## src/rtl/frost32_mem_access_unit_pkg.sv

```systemverilog
// Shared types for the Frost32 load/store unit.
//   mem_access_unit_state_e  : FSM states of the load/store unit
//   data_inout_access_type_e : read/write request type
//   data_inout_access_size_e : log2(bytes) access-size encoding
//   access_bits()            : access width in bits for a size code
package frost32_mem_access_unit_pkg;

  typedef enum logic [1:0] {
    StIdle = 2'd0,
    StBusy = 2'd1,
    StResp = 2'd2
  } mem_access_unit_state_e;

  typedef enum logic {
    DiatRead  = 1'b0,
    DiatWrite = 1'b1
  } data_inout_access_type_e;

  typedef enum logic [1:0] {
    Dias8  = 2'd0,
    Dias16 = 2'd1,
    Dias32 = 2'd2,
    Dias64 = 2'd3
  } data_inout_access_size_e;

  // Width in bits of an access of the given log2-bytes size (8..64).
  function automatic logic [7:0] access_bits(input logic [1:0] size);
    return 8'd8 << size;
  endfunction

endpackage

```

## src/rtl/frost32_mem_access_unit_if.sv

```systemverilog
// CPU-side request/response and memory-side bus of the load/store unit.
//   slave  : the load/store unit's view (takes CPU requests, drives memory)
//   master : the environment's view (issues CPU requests, acts as memory)
interface frost32_mem_access_unit_if #(
  parameter int DATA_WIDTH = 32,
  parameter int ADDR_WIDTH = 32
);
  logic                    cpu_req_valid;
  logic                    cpu_req_ready;
  logic                    cpu_req_type;
  logic [1:0]              cpu_req_size;
  logic                    cpu_req_sign_ext;
  logic [ADDR_WIDTH-1:0]   cpu_req_addr;
  logic [DATA_WIDTH-1:0]   cpu_req_wdata;
  logic                    cpu_resp_valid;
  logic [DATA_WIDTH-1:0]   cpu_resp_rdata;
  logic                    cpu_resp_err;
  logic                    mem_req;
  logic                    mem_we;
  logic [ADDR_WIDTH-1:0]   mem_addr;
  logic [DATA_WIDTH/8-1:0] mem_byte_en;
  logic [DATA_WIDTH-1:0]   mem_wdata;
  logic [DATA_WIDTH-1:0]   mem_rdata;
  logic                    mem_wait;

  modport slave (
    input  cpu_req_valid, cpu_req_type, cpu_req_size, cpu_req_sign_ext,
           cpu_req_addr, cpu_req_wdata, mem_rdata, mem_wait,
    output cpu_req_ready, cpu_resp_valid, cpu_resp_rdata, cpu_resp_err,
           mem_req, mem_we, mem_addr, mem_byte_en, mem_wdata
  );

  modport master (
    output cpu_req_valid, cpu_req_type, cpu_req_size, cpu_req_sign_ext,
           cpu_req_addr, cpu_req_wdata, mem_rdata, mem_wait,
    input  cpu_req_ready, cpu_resp_valid, cpu_resp_rdata, cpu_resp_err,
           mem_req, mem_we, mem_addr, mem_byte_en, mem_wdata
  );
endinterface

```

## src/rtl/frost32_lane_extract.sv

```systemverilog
// Combinational load-lane extraction: shift the addressed byte lane down,
// truncate to the access size, then sign- or zero-extend to DATA_WIDTH.
// Also used by writeback for forwarding.
//   data_i     : full bus word
//   lane_i     : byte lane of the access within the word
//   size_i     : log2(bytes) of the access
//   sign_ext_i : 1 = sign-extend, 0 = zero-extend
//   data_o     : extended result
module frost32_lane_extract
  import frost32_mem_access_unit_pkg::*;
#(
  parameter int DATA_WIDTH = 32
) (
  input  logic [DATA_WIDTH-1:0]           data_i,
  input  logic [$clog2(DATA_WIDTH/8)-1:0] lane_i,
  input  logic [1:0]                      size_i,
  input  logic                            sign_ext_i,
  output logic [DATA_WIDTH-1:0]           data_o
);
  logic [DATA_WIDTH-1:0] shifted;
  logic [DATA_WIDTH-1:0] keep_mask;
  logic [DATA_WIDTH-1:0] msb_mask;
  logic                  sign_bit;

  always_comb begin
    shifted   = data_i >> {lane_i, 3'b000};
    // Shifting by the full width yields 0, so a full-width access keeps all bits.
    keep_mask = ~({DATA_WIDTH{1'b1}} << access_bits(size_i));
    // Topmost kept bit is the sign bit of the access.
    msb_mask  = keep_mask ^ (keep_mask >> 1);
    sign_bit  = |(shifted & msb_mask);
    data_o    = shifted & keep_mask;
    if (sign_ext_i && sign_bit) data_o = data_o | ~keep_mask;
  end
endmodule

```

## src/rtl/frost32_mem_access_unit.sv

```systemverilog
// Frost32 load/store unit: accepts one CPU request at a time, drives a
// DATA_WIDTH-wide memory port with byte enables and lane-steered data,
// extends load data, flags misaligned/oversized requests and aborts
// accesses stalled longer than TIMEOUT_CYCLES (0 disables the timeout).
//   clk, rst : clock, asynchronous active-high reset
//   bus_if   : CPU request/response and memory bus (slave modport)
module frost32_mem_access_unit
  import frost32_mem_access_unit_pkg::*;
#(
  parameter int DATA_WIDTH     = 32,
  parameter int ADDR_WIDTH     = 32,
  parameter int TIMEOUT_CYCLES = 256
) (
  input  logic                           clk,
  input  logic                           rst,
  frost32_mem_access_unit_if.slave       bus_if
);
  localparam int BE_W      = DATA_WIDTH / 8;
  localparam int LANE_BITS = $clog2(BE_W);
  localparam int CNT_W     = (TIMEOUT_CYCLES > 0) ? $clog2(TIMEOUT_CYCLES + 1) : 1;
  localparam logic [1:0]       MAX_SIZE  = 2'(LANE_BITS);
  localparam logic [CNT_W-1:0] CNT_LIMIT = CNT_W'(TIMEOUT_CYCLES - 1);
  localparam logic [ADDR_WIDTH-1:0] LANE_MASK = ADDR_WIDTH'(BE_W - 1);

  typedef struct packed {
    data_inout_access_type_e req_type;
    logic [1:0]              size;
    logic                    sign_ext;
    logic [ADDR_WIDTH-1:0]   addr;
    logic [DATA_WIDTH-1:0]   wdata;
  } mem_req_t;

  typedef struct packed {
    logic [DATA_WIDTH-1:0] rdata;
    logic                  err;
  } mem_resp_t;

  mem_access_unit_state_e state_q, state_d;
  mem_req_t               req_q, req_d;
  mem_resp_t              resp_q, resp_d;
  logic [CNT_W-1:0]       cnt_q, cnt_d;

  logic                   misaligned, oversized, timeout_hit;
  logic [LANE_BITS-1:0]   lane;
  logic [DATA_WIDTH-1:0]  keep_mask, load_data;

  assign lane = req_q.addr[LANE_BITS-1:0];

  // Naturally aligned means the low size bits of the address are zero.
  assign misaligned  = |(bus_if.cpu_req_addr[2:0] & ~(3'b111 << bus_if.cpu_req_size));
  assign oversized   = bus_if.cpu_req_size > MAX_SIZE;
  // Fires on the TIMEOUT_CYCLES-th stalled cycle; a non-stalled cycle never times out.
  assign timeout_hit = (TIMEOUT_CYCLES != 0) && bus_if.mem_wait && (cnt_q == CNT_LIMIT);

  frost32_lane_extract #(.DATA_WIDTH(DATA_WIDTH)) u_lane_extract (
    .data_i     (bus_if.mem_rdata),
    .lane_i     (lane),
    .size_i     (req_q.size),
    .sign_ext_i (req_q.sign_ext),
    .data_o     (load_data)
  );

  // NOTE: state registers use non-blocking assignments so every flop samples
  // pre-edge values; the request fields are reset too so no X reaches the bus.
  always_ff @(posedge clk or posedge rst) begin
    if (rst) begin
      state_q <= StIdle;
      req_q   <= '0;
      resp_q  <= '0;
      cnt_q   <= '0;
    end else begin
      state_q <= state_d;
      req_q   <= req_d;
      resp_q  <= resp_d;
      cnt_q   <= cnt_d;
    end
  end

  // NOTE: every signal gets a default before the case so no path infers a latch;
  // resp_d defaulting to 0 is what holds the response fields at 0 outside StResp.
  always_comb begin
    state_d = state_q;
    req_d   = req_q;
    resp_d  = '0;
    cnt_d   = cnt_q;
    unique case (state_q)
      StIdle: begin
        if (bus_if.cpu_req_valid) begin
          req_d.req_type = data_inout_access_type_e'(bus_if.cpu_req_type);
          req_d.size     = bus_if.cpu_req_size;
          req_d.sign_ext = bus_if.cpu_req_sign_ext;
          req_d.addr     = bus_if.cpu_req_addr;
          req_d.wdata    = bus_if.cpu_req_wdata;
          if (misaligned || oversized) begin
            state_d    = StResp;
            resp_d.err = 1'b1;
          end else begin
            state_d = StBusy;
            cnt_d   = '0;
          end
        end
      end
      StBusy: begin
        if (!bus_if.mem_wait) begin
          state_d      = StResp;
          resp_d.rdata = (req_q.req_type == DiatRead) ? load_data : '0;
        end else begin
          cnt_d = cnt_q + CNT_W'(1);
          if (timeout_hit) begin
            state_d    = StResp;
            resp_d.err = 1'b1;
          end
        end
      end
      StResp:  state_d = StIdle;
      default: state_d = StIdle;
    endcase
  end

  // Memory outputs decode straight from the registered state and request, so
  // they are stable through a stall and drop with an asynchronous reset.
  always_comb begin
    keep_mask          = ~({DATA_WIDTH{1'b1}} << access_bits(req_q.size));
    bus_if.mem_req     = 1'b0;
    bus_if.mem_we      = 1'b0;
    bus_if.mem_addr    = '0;
    bus_if.mem_byte_en = '0;
    bus_if.mem_wdata   = '0;
    if (state_q == StBusy) begin
      bus_if.mem_req     = 1'b1;
      bus_if.mem_we      = (req_q.req_type == DiatWrite);
      bus_if.mem_addr    = req_q.addr & ~LANE_MASK;
      bus_if.mem_byte_en = ~({BE_W{1'b1}} << (4'd1 << req_q.size)) << lane;
      bus_if.mem_wdata   = (req_q.wdata & keep_mask) << {lane, 3'b000};
    end
  end

  assign bus_if.cpu_req_ready  = (state_q == StIdle);
  assign bus_if.cpu_resp_valid = (state_q == StResp);
  assign bus_if.cpu_resp_rdata = resp_q.rdata;
  assign bus_if.cpu_resp_err   = resp_q.err;

endmodule

```

## src/flat_wrapper.sv

```systemverilog
// flat-port wrapper written by rule: the top's interface ports become plain ports
module frost32_mem_access_unit_flat import frost32_mem_access_unit_pkg::*;
#(
  parameter int DATA_WIDTH     = 32,
  parameter int ADDR_WIDTH     = 32,
  parameter int TIMEOUT_CYCLES = 256
)
  (clk, rst, bus_if_cpu_req_valid, bus_if_cpu_req_type, bus_if_cpu_req_size, bus_if_cpu_req_sign_ext, bus_if_cpu_req_addr, bus_if_cpu_req_wdata, bus_if_mem_rdata, bus_if_mem_wait, bus_if_cpu_req_ready, bus_if_cpu_resp_valid, bus_if_cpu_resp_rdata, bus_if_cpu_resp_err, bus_if_mem_req, bus_if_mem_we, bus_if_mem_addr, bus_if_mem_byte_en, bus_if_mem_wdata);
  frost32_mem_access_unit_if #(.DATA_WIDTH(DATA_WIDTH), .ADDR_WIDTH(ADDR_WIDTH)) bus_if_i ();
  input  logic clk;
  input  logic rst;
  input wire logic [$bits(bus_if_i.cpu_req_valid)-1:0] bus_if_cpu_req_valid;
  input wire logic [$bits(bus_if_i.cpu_req_type)-1:0] bus_if_cpu_req_type;
  input wire logic [$bits(bus_if_i.cpu_req_size)-1:0] bus_if_cpu_req_size;
  input wire logic [$bits(bus_if_i.cpu_req_sign_ext)-1:0] bus_if_cpu_req_sign_ext;
  input wire logic [$bits(bus_if_i.cpu_req_addr)-1:0] bus_if_cpu_req_addr;
  input wire logic [$bits(bus_if_i.cpu_req_wdata)-1:0] bus_if_cpu_req_wdata;
  input wire logic [$bits(bus_if_i.mem_rdata)-1:0] bus_if_mem_rdata;
  input wire logic [$bits(bus_if_i.mem_wait)-1:0] bus_if_mem_wait;
  output wire logic [$bits(bus_if_i.cpu_req_ready)-1:0] bus_if_cpu_req_ready;
  output wire logic [$bits(bus_if_i.cpu_resp_valid)-1:0] bus_if_cpu_resp_valid;
  output wire logic [$bits(bus_if_i.cpu_resp_rdata)-1:0] bus_if_cpu_resp_rdata;
  output wire logic [$bits(bus_if_i.cpu_resp_err)-1:0] bus_if_cpu_resp_err;
  output wire logic [$bits(bus_if_i.mem_req)-1:0] bus_if_mem_req;
  output wire logic [$bits(bus_if_i.mem_we)-1:0] bus_if_mem_we;
  output wire logic [$bits(bus_if_i.mem_addr)-1:0] bus_if_mem_addr;
  output wire logic [$bits(bus_if_i.mem_byte_en)-1:0] bus_if_mem_byte_en;
  output wire logic [$bits(bus_if_i.mem_wdata)-1:0] bus_if_mem_wdata;
  assign bus_if_i.cpu_req_valid = bus_if_cpu_req_valid;
  assign bus_if_i.cpu_req_type = bus_if_cpu_req_type;
  assign bus_if_i.cpu_req_size = bus_if_cpu_req_size;
  assign bus_if_i.cpu_req_sign_ext = bus_if_cpu_req_sign_ext;
  assign bus_if_i.cpu_req_addr = bus_if_cpu_req_addr;
  assign bus_if_i.cpu_req_wdata = bus_if_cpu_req_wdata;
  assign bus_if_i.mem_rdata = bus_if_mem_rdata;
  assign bus_if_i.mem_wait = bus_if_mem_wait;
  assign bus_if_cpu_req_ready = bus_if_i.cpu_req_ready;
  assign bus_if_cpu_resp_valid = bus_if_i.cpu_resp_valid;
  assign bus_if_cpu_resp_rdata = bus_if_i.cpu_resp_rdata;
  assign bus_if_cpu_resp_err = bus_if_i.cpu_resp_err;
  assign bus_if_mem_req = bus_if_i.mem_req;
  assign bus_if_mem_we = bus_if_i.mem_we;
  assign bus_if_mem_addr = bus_if_i.mem_addr;
  assign bus_if_mem_byte_en = bus_if_i.mem_byte_en;
  assign bus_if_mem_wdata = bus_if_i.mem_wdata;
  frost32_mem_access_unit #(.DATA_WIDTH(DATA_WIDTH), .ADDR_WIDTH(ADDR_WIDTH), .TIMEOUT_CYCLES(TIMEOUT_CYCLES)) u_core (.clk(clk), .rst(rst), .bus_if(bus_if_i));
endmodule
```

## config.mk

```make
export PLATFORM = sky130hd
export DESIGN_NAME = frost32_mem_access_unit_flat
export DESIGN_NICKNAME = d
export VERILOG_FILES = /design/src/rtl/frost32_mem_access_unit_pkg.sv /design/src/rtl/frost32_mem_access_unit_if.sv /design/src/rtl/frost32_lane_extract.sv /design/src/rtl/frost32_mem_access_unit.sv /design/src/flat_wrapper.sv
export SDC_FILE = /design/constraint.sdc
export NUM_CORES = 1
export LEC_CHECK = 0
export BUFFER_PORTS_ARGS = -buffer_cell sky130_fd_sc_hd__buf_2
export CORE_ASPECT_RATIO = 2
export CORE_MARGIN = 2
export CORE_UTILIZATION = 33
export DETAILED_ROUTE_END_ITERATION = 12
export GPL_ROUTABILITY_DRIVEN = 1
export HOLD_SLACK_MARGIN = 0.08
export PLACE_DENSITY_LB_ADDON = 0.25
export RECOVER_POWER = 50
export REMOVE_ABC_BUFFERS = 1
export SLEW_MARGIN = 30
export SYNTH_ARGS = -nofsm -noshare
export SYNTH_HDL_FRONTEND = slang
export SYNTH_SLANG_ARGS = --single-unit
```

## constraint.sdc

```tcl
create_clock -name clk -period 3.56 [get_ports clk]
set_input_delay 0.356 -clock clk [delete_from_list [all_inputs] [get_ports clk]]
set_output_delay 0.356 -clock clk [all_outputs]
set_load 0.03 [all_outputs]
```

# Word-level counts from Yosys, hierarchy flattened
# Cells that the tools add are included.
[totals]
reg_bits = 112
in_bits = 104
output_inout_bits = 105
word_cells = 69
[classes]
n_addsub = 1
order_cmp = 1
n_eq_ne = 7
n_shift = 8
muxes = 23
n_bitwise = 10
reduce_logical = 10
[ops]
columns = ["operator", "count"]
rows = [
  ["32-bit two-way mux", 6],
  ["32-bit AND", 3],
  ["32-bit inverter", 2],
  ["32-bit OR", 1],
  ["32-bit OR reduction", 1],
  ["32-bit by 5-bit << shifter with 32-bit output", 1],
  ["32-bit by 8-bit << shifter with 32-bit output, first input constant", 1],
  ["32-bit by 5-bit >> shifter with 32-bit output", 1],
  ["32-bit by 31-bit bitwise XOR with 32-bit output", 1],
  ["9-bit two-way mux", 3],
  ["9-bit one-hot mux with 2 select lines", 1],
  ["9-bit by 1-bit adder with 9-bit output, second input constant", 1],
  ["9-bit by 8-bit == test with 1-bit output, second input constant", 1],
  ["2-bit two-way mux", 4],
  ["4-bit by 2-bit << shifter with 8-bit output, first input constant", 1],
  ["1-bit two-way mux", 6],
  ["2-bit inequality test, second input constant", 3],
  ["4-bit two-way mux", 1],
  ["4-bit inverter", 1],
  ["2-bit one-hot mux with 2 select lines", 1],
  ["2-bit AND reduction", 2],
  ["4-bit AND reduction", 1],
  ["1-bit by 2-bit << shifter with 4-bit output, first input constant", 1],
  ["4-bit by 2-bit << shifter with 4-bit output", 1],
  ["14 further kinds", 15],
]

# Depth between registers and ports, before layout
[logic_depth]
depth_word = 11
ltp_mapped = 8
ltp_nobuf = 7

# Hierarchy
# From an unflattened synthesis, not the netlist that was laid out.
[hier_totals]
cells_unflattened = 532
area_unflattened_um2 = 5798.1
[by_module_without_submodules]
columns = ["mod", "n_inst", "cells_each", "area_per_inst_um2", "seq_area_each_um2"]
rows = [
  ["frost32_mem_access_unit", 1, 414, 5041.1, 2802.7],
  ["frost32_lane_extract", 1, 118, 757.0, 0.0],
]

# Worst setup path after synthesis
# Ideal clock, no wire load.
[synth_path]
path_kind = "reg-to-output"
startpoint = "register u_core.req_q, in the netlist u_core.lane[1]"
endpoint = "output port bus_if_mem_wdata[31]"
arrival_time_ps = 2087
t_required_ps = 3204
slack_ps = 1117
path_stages_with_launch = 7
path_buffers = 4
cell_sequence = "dfrtp_1 > clkbuf_1 > buf_2 > buf_2 > clkbuf_1 > a211oi_1 > a211oi_1"
[synth_between]
elab_chain_len = 2
[synth_rtl]
columns = ["item", "line_no", "text"]
rows = [
  ["start: declaration", "frost32_mem_access_unit.sv:39", "mem_req_t req_q, req_d;"],
  ["start signal: assignment", "frost32_mem_access_unit.sv:73", "req_q <= req_d;"],
  ["32-bit by 5-bit << shifter with 32-bit output", "frost32_mem_access_unit.sv:134", "bus_if.mem_wdata = (req_q.wdata & keep_mask) << {lane, 3'b000};"],
  ["32-bit two-way mux", "frost32_mem_access_unit.sv:129", "if (state_q == StBusy) begin"],
  ["end: declaration", "flat_wrapper.sv:28", "output wire logic [$bits(bus_if_i.mem_wdata)-1:0] bus_if_mem_wdata;"],
]
# Every way passes these cells.

# Worst setup path in the final report
[layout_path]
startpoint = "register u_core.state_q[0]"
endpoint = "register u_core.req_q[45] in the netlist's numbering"
[layout_between]
elab_chain_len = 2
[layout_rtl]
columns = ["item", "line_no", "text"]
rows = [
  ["start: declaration", "frost32_mem_access_unit.sv:38", "mem_access_unit_state_e state_q, state_d;"],
  ["start signal: assignment", "frost32_mem_access_unit.sv:67", "state_q <= StIdle;"],
  ["start signal: assignment", "frost32_mem_access_unit.sv:72", "state_q <= state_d;"],
  ["2-bit zero test", "frost32_mem_access_unit.sv:86", "unique case (state_q)"],
  ["2-bit AND reduction (no line)", "-", ""],
]
# Every way passes these cells.
# A chain may end at the register's enable or synchronous reset.

==> reports/metrics.csv <==
stage,metric,value,unit
outcome,status,"finished, violations left",
outcome,violations,"max-capacitance violations, max-slew violations",
routing,drc,0,
finish,seqCellArea,0.00281,mm²
routing,first_pass_iters,4,
clock_tree,cts_resized,0,
placed_design,placedCellCount,910,
logic_synthesis,synthMuxAreaShare,19.4,%
clock_tree,cts_num_sinks,112,
timing,slew_violations,72,
logic_synthesis,synth_top_family_by_area,multiplexers,
finish,layoutNonFillerInstCount,926,
worst_setup_path,criticalPathCategory,reg -> reg,
floorplan,chipWidth,96.9,µm
logic_synthesis,seq_area_frac_synth,49.2,%
logic_synthesis,ys_ff_latch,112,
worst_hold_path,min_path_type,in -> reg,
pwr,power_leakage,3.46,nW
clock_tree,numCtsBuffers,9,
worst_setup_path,crit_arrival,3.32,ns
routing,ant_nets,0,
timing,post-route-period-util,86.5,%
placed_design,place_congestion,0.807,
routing,drt-total-wl,15.3,mm
timing,worst_pin_slew,2.63,ns
clock_tree,postCtsHoldBufs,0,
clock_tree,clock_path_buffers,2,
timing,fin_hold_ws,0.222,ns
logic_synthesis,synthArstFlopShare,100,%
timing,finalSetupViolations,0,
finish,multi_input_area,0.00265,mm²
floorplan,die_h,190,µm
timing,rsz0062_at_grt,no,
placed_design,portBuffers,206,
finish,fillers,1685,
pwr,intPower,0.00275,W
global_routing,grt-ovfl-total,0,
logic_synthesis,yosysWarnings,0,
clock_tree,h-tree-depth,3,
worst_setup_path,cp_max_fo,36,
worst_setup_path,cp-start-kind,register,
placed_design,dpl_cell_area,0.00689,mm²
logic_synthesis,yosys.area_share.simple,14.7,%
routing,first_iter_violations,214,
timing,finClkSkew,0.0138,ns
finish,post-route-util,41.7,%
logic_synthesis,yosysUniqueCellTypes,47,
logic_synthesis,yosysTopAreaCell,dfrtp_1,
finish,fin_area,0.00714,mm²
global_routing,grt_pass1_vias,4604,
logic_synthesis,synth_flop_cell,dfrtp_1,
logic_synthesis,netlist.area_leader.share,49.2,%
logic_synthesis,synth_common_cells,"dfrtp_1, mux2_2, nor2_1",
floorplan,core,0.0171,mm²
clock_tree,clk_latency,0.36,ns
worst_setup_path,cp.required,3.80,ns
pwr,p_comb_share,35.3,%
finish,final_layout_size_suffix_gt1_share,39.7,%
pwr,pwr-share-clk,23.9,%
pwr,p_per_area,617,mW/mm²
worst_hold_path,whs_path_depth,2,
floorplan,die-area,0.0184,mm²
worst_setup_path,cp-end-kind,register,
logic_synthesis,synthAdderAreaFrac,0.439,%
pwr,power_switching,0.00165,W
clock_tree,clk_pin_slew,0.08,ns
global_routing,grt_usage,16.6,%
logic_synthesis,yosysMostFrequentCell,dfrtp_1,
timing,max_slew_margin,-76.0,%
routing,dr_total_vias,4636,
timing,clock.fmax,0.325,GHz
global_routing,antenna_found_initial,1,
worst_setup_path,rr_worst_depth,3,
run,cap_violations,2,
floorplan,num_rows,68,
finish,diodes,0,
logic_synthesis,synth_xor_area_share,0.154,%
timing,finalHoldViolations,0,
logic_synthesis,synth_edf_count,0,
floorplan,io_pins,209,
placed_design,hpwl,11.2,mm
routing,drt-vias-per-instance,5.01,
timing,fin_tns_setup,0,ns
finish,area_growth,25.4,%
pwr,switching_share,37.5,%
logic_synthesis,syn_inst,523,
clock_tree,cts_tree,built,
global_routing,grt_pass1_wl,24.5,mm
global_routing,grt_max_degree,59,
logic_synthesis,syn_avg_cell_area,10.9,µm²
timing,post-route-min-period,3.08,ns
logic_synthesis,synth_compound_area_share,11.8,%
pwr,peakVddDrop,368,µV
clock_tree,cts_setup_buffers,0,
logic_synthesis,syn_area,0.00569,mm²
clock_tree,root_buffer,clkbuf_16,
logic_synthesis,ys_top_cells_by_area,"dfrtp_1, mux2_2, and2_1",
finish,fin_nets,817,
pwr,p_seq_share,40.8,%
floorplan,start_util,33.3,%
routing,wl_per_cell,16.5,µm
-- critical path, stage by stage (launching register included) --
cell and delay, ns:
dfrtp_1 0.46, nor3b_1 1.47, buf_4 0.62, mux2_2 0.39
-- final timing paths --
kind	start	endpoint	slack [ns]
worst min register to register	u_core.req_q[39]	u_core.req_q[39]	0.50
min in group asynchronous	rst	u_core.req_q[63]	0.72
worst min-delay path	bus_if_cpu_req_wdata[21]	u_core.req_q[21]	0.22
worst max register to register	u_core.state_q[0]	u_core.req_q[45]	0.48
worst max-delay path	u_core.state_q[0]	u_core.req_q[45]	0.48
max in group asynchronous	rst	u_core.bus_if.cpu_resp_rdata[26]	0.98
-- power groups by stage --
stage,sequential [W],combinational [W],clock (W)
2_1_floorplan,0.00185,0.00107,0
3_3_place_gp,0.00181,0.00156,0
3_5_place_dp,0.00182,0.00157,0
4_1_cts,0.00180,0.00158,0.00108
5_1_grt,0.00184,0.00171,0.00112
6_report,0.00180,0.00155,0.00105
-- per-layer routing --
metal	track usage (%)	routed length [µm]	share of wire, %
met5	0	13	0.085
met2	26.3	7100	46
met4	4.98	254	1.7
met1	22.1	6810	44
met3	4.52	1120	7.3
-- per-stage QoR --
step	total power [W]	setup WS (ns)
2_1_floorplan	0.00292	-0.742
3_3_place_gp	0.00338	1.03
3_5_place_dp	0.00339	1.01
4_1_cts	0.00446	0.607
5_1_grt	0.00467	0.273
6_report	0.00440	0.480
-- final cells by class --
type | count | share of cell area (%)
sequential | 112 | 39.3
tap | 210 | 3.68
multi-input combinational | 361 | 37.2
clock inverter | 7 | 1.24
timing repair buffer | 219 | 15.0
clock buffer | 9 | 3.15
inverter | 8 | 0.438
-- sequential cells by signal (all words and copies together) (netlist names) --
register and count:
u_core.req_q 66, u_core.bus_if.cpu_resp_rdata 32, u_core.state_q 2, u_core.bus_if.cpu_resp_err 1, u_core.lane 2, u_core.cnt_q 9
-- logic make-up after synthesis --
group                    count (synthesis)
other                                    1
AND/OR/NAND/NOR                        153
flip-flops                             112
buffers and inverters                   51
adder cells (fa/ha/maj)                  2
multiplexers                           101
AO/OA/AOI/OAI                          102
XOR/XNOR                                 1
-- cell usage in the layout (no fill, tap or decap), types with 3 or more instances in the layout --
cell type,n
and2_1,40
a2bb2oi_1,7
clkbuf_1,38
nor2b_1,18
clkinv_8,3
nor3_1,5
nor3b_1,3
a22oi_1,7
inv_1,7
a21o_1,8
nand3_1,4
a31oi_1,4
nand3b_1,5
dfrtp_1,110
a211oi_1,25
a21oi_1,17
nand2_1,15
o21ai_0,28
buf_4,10
nor2_1,45
clkbuf_16,9
buf_2,171
nand2b_1,4
mux2_2,76
mux2i_1,25
(Power assumes the default switching activity.)
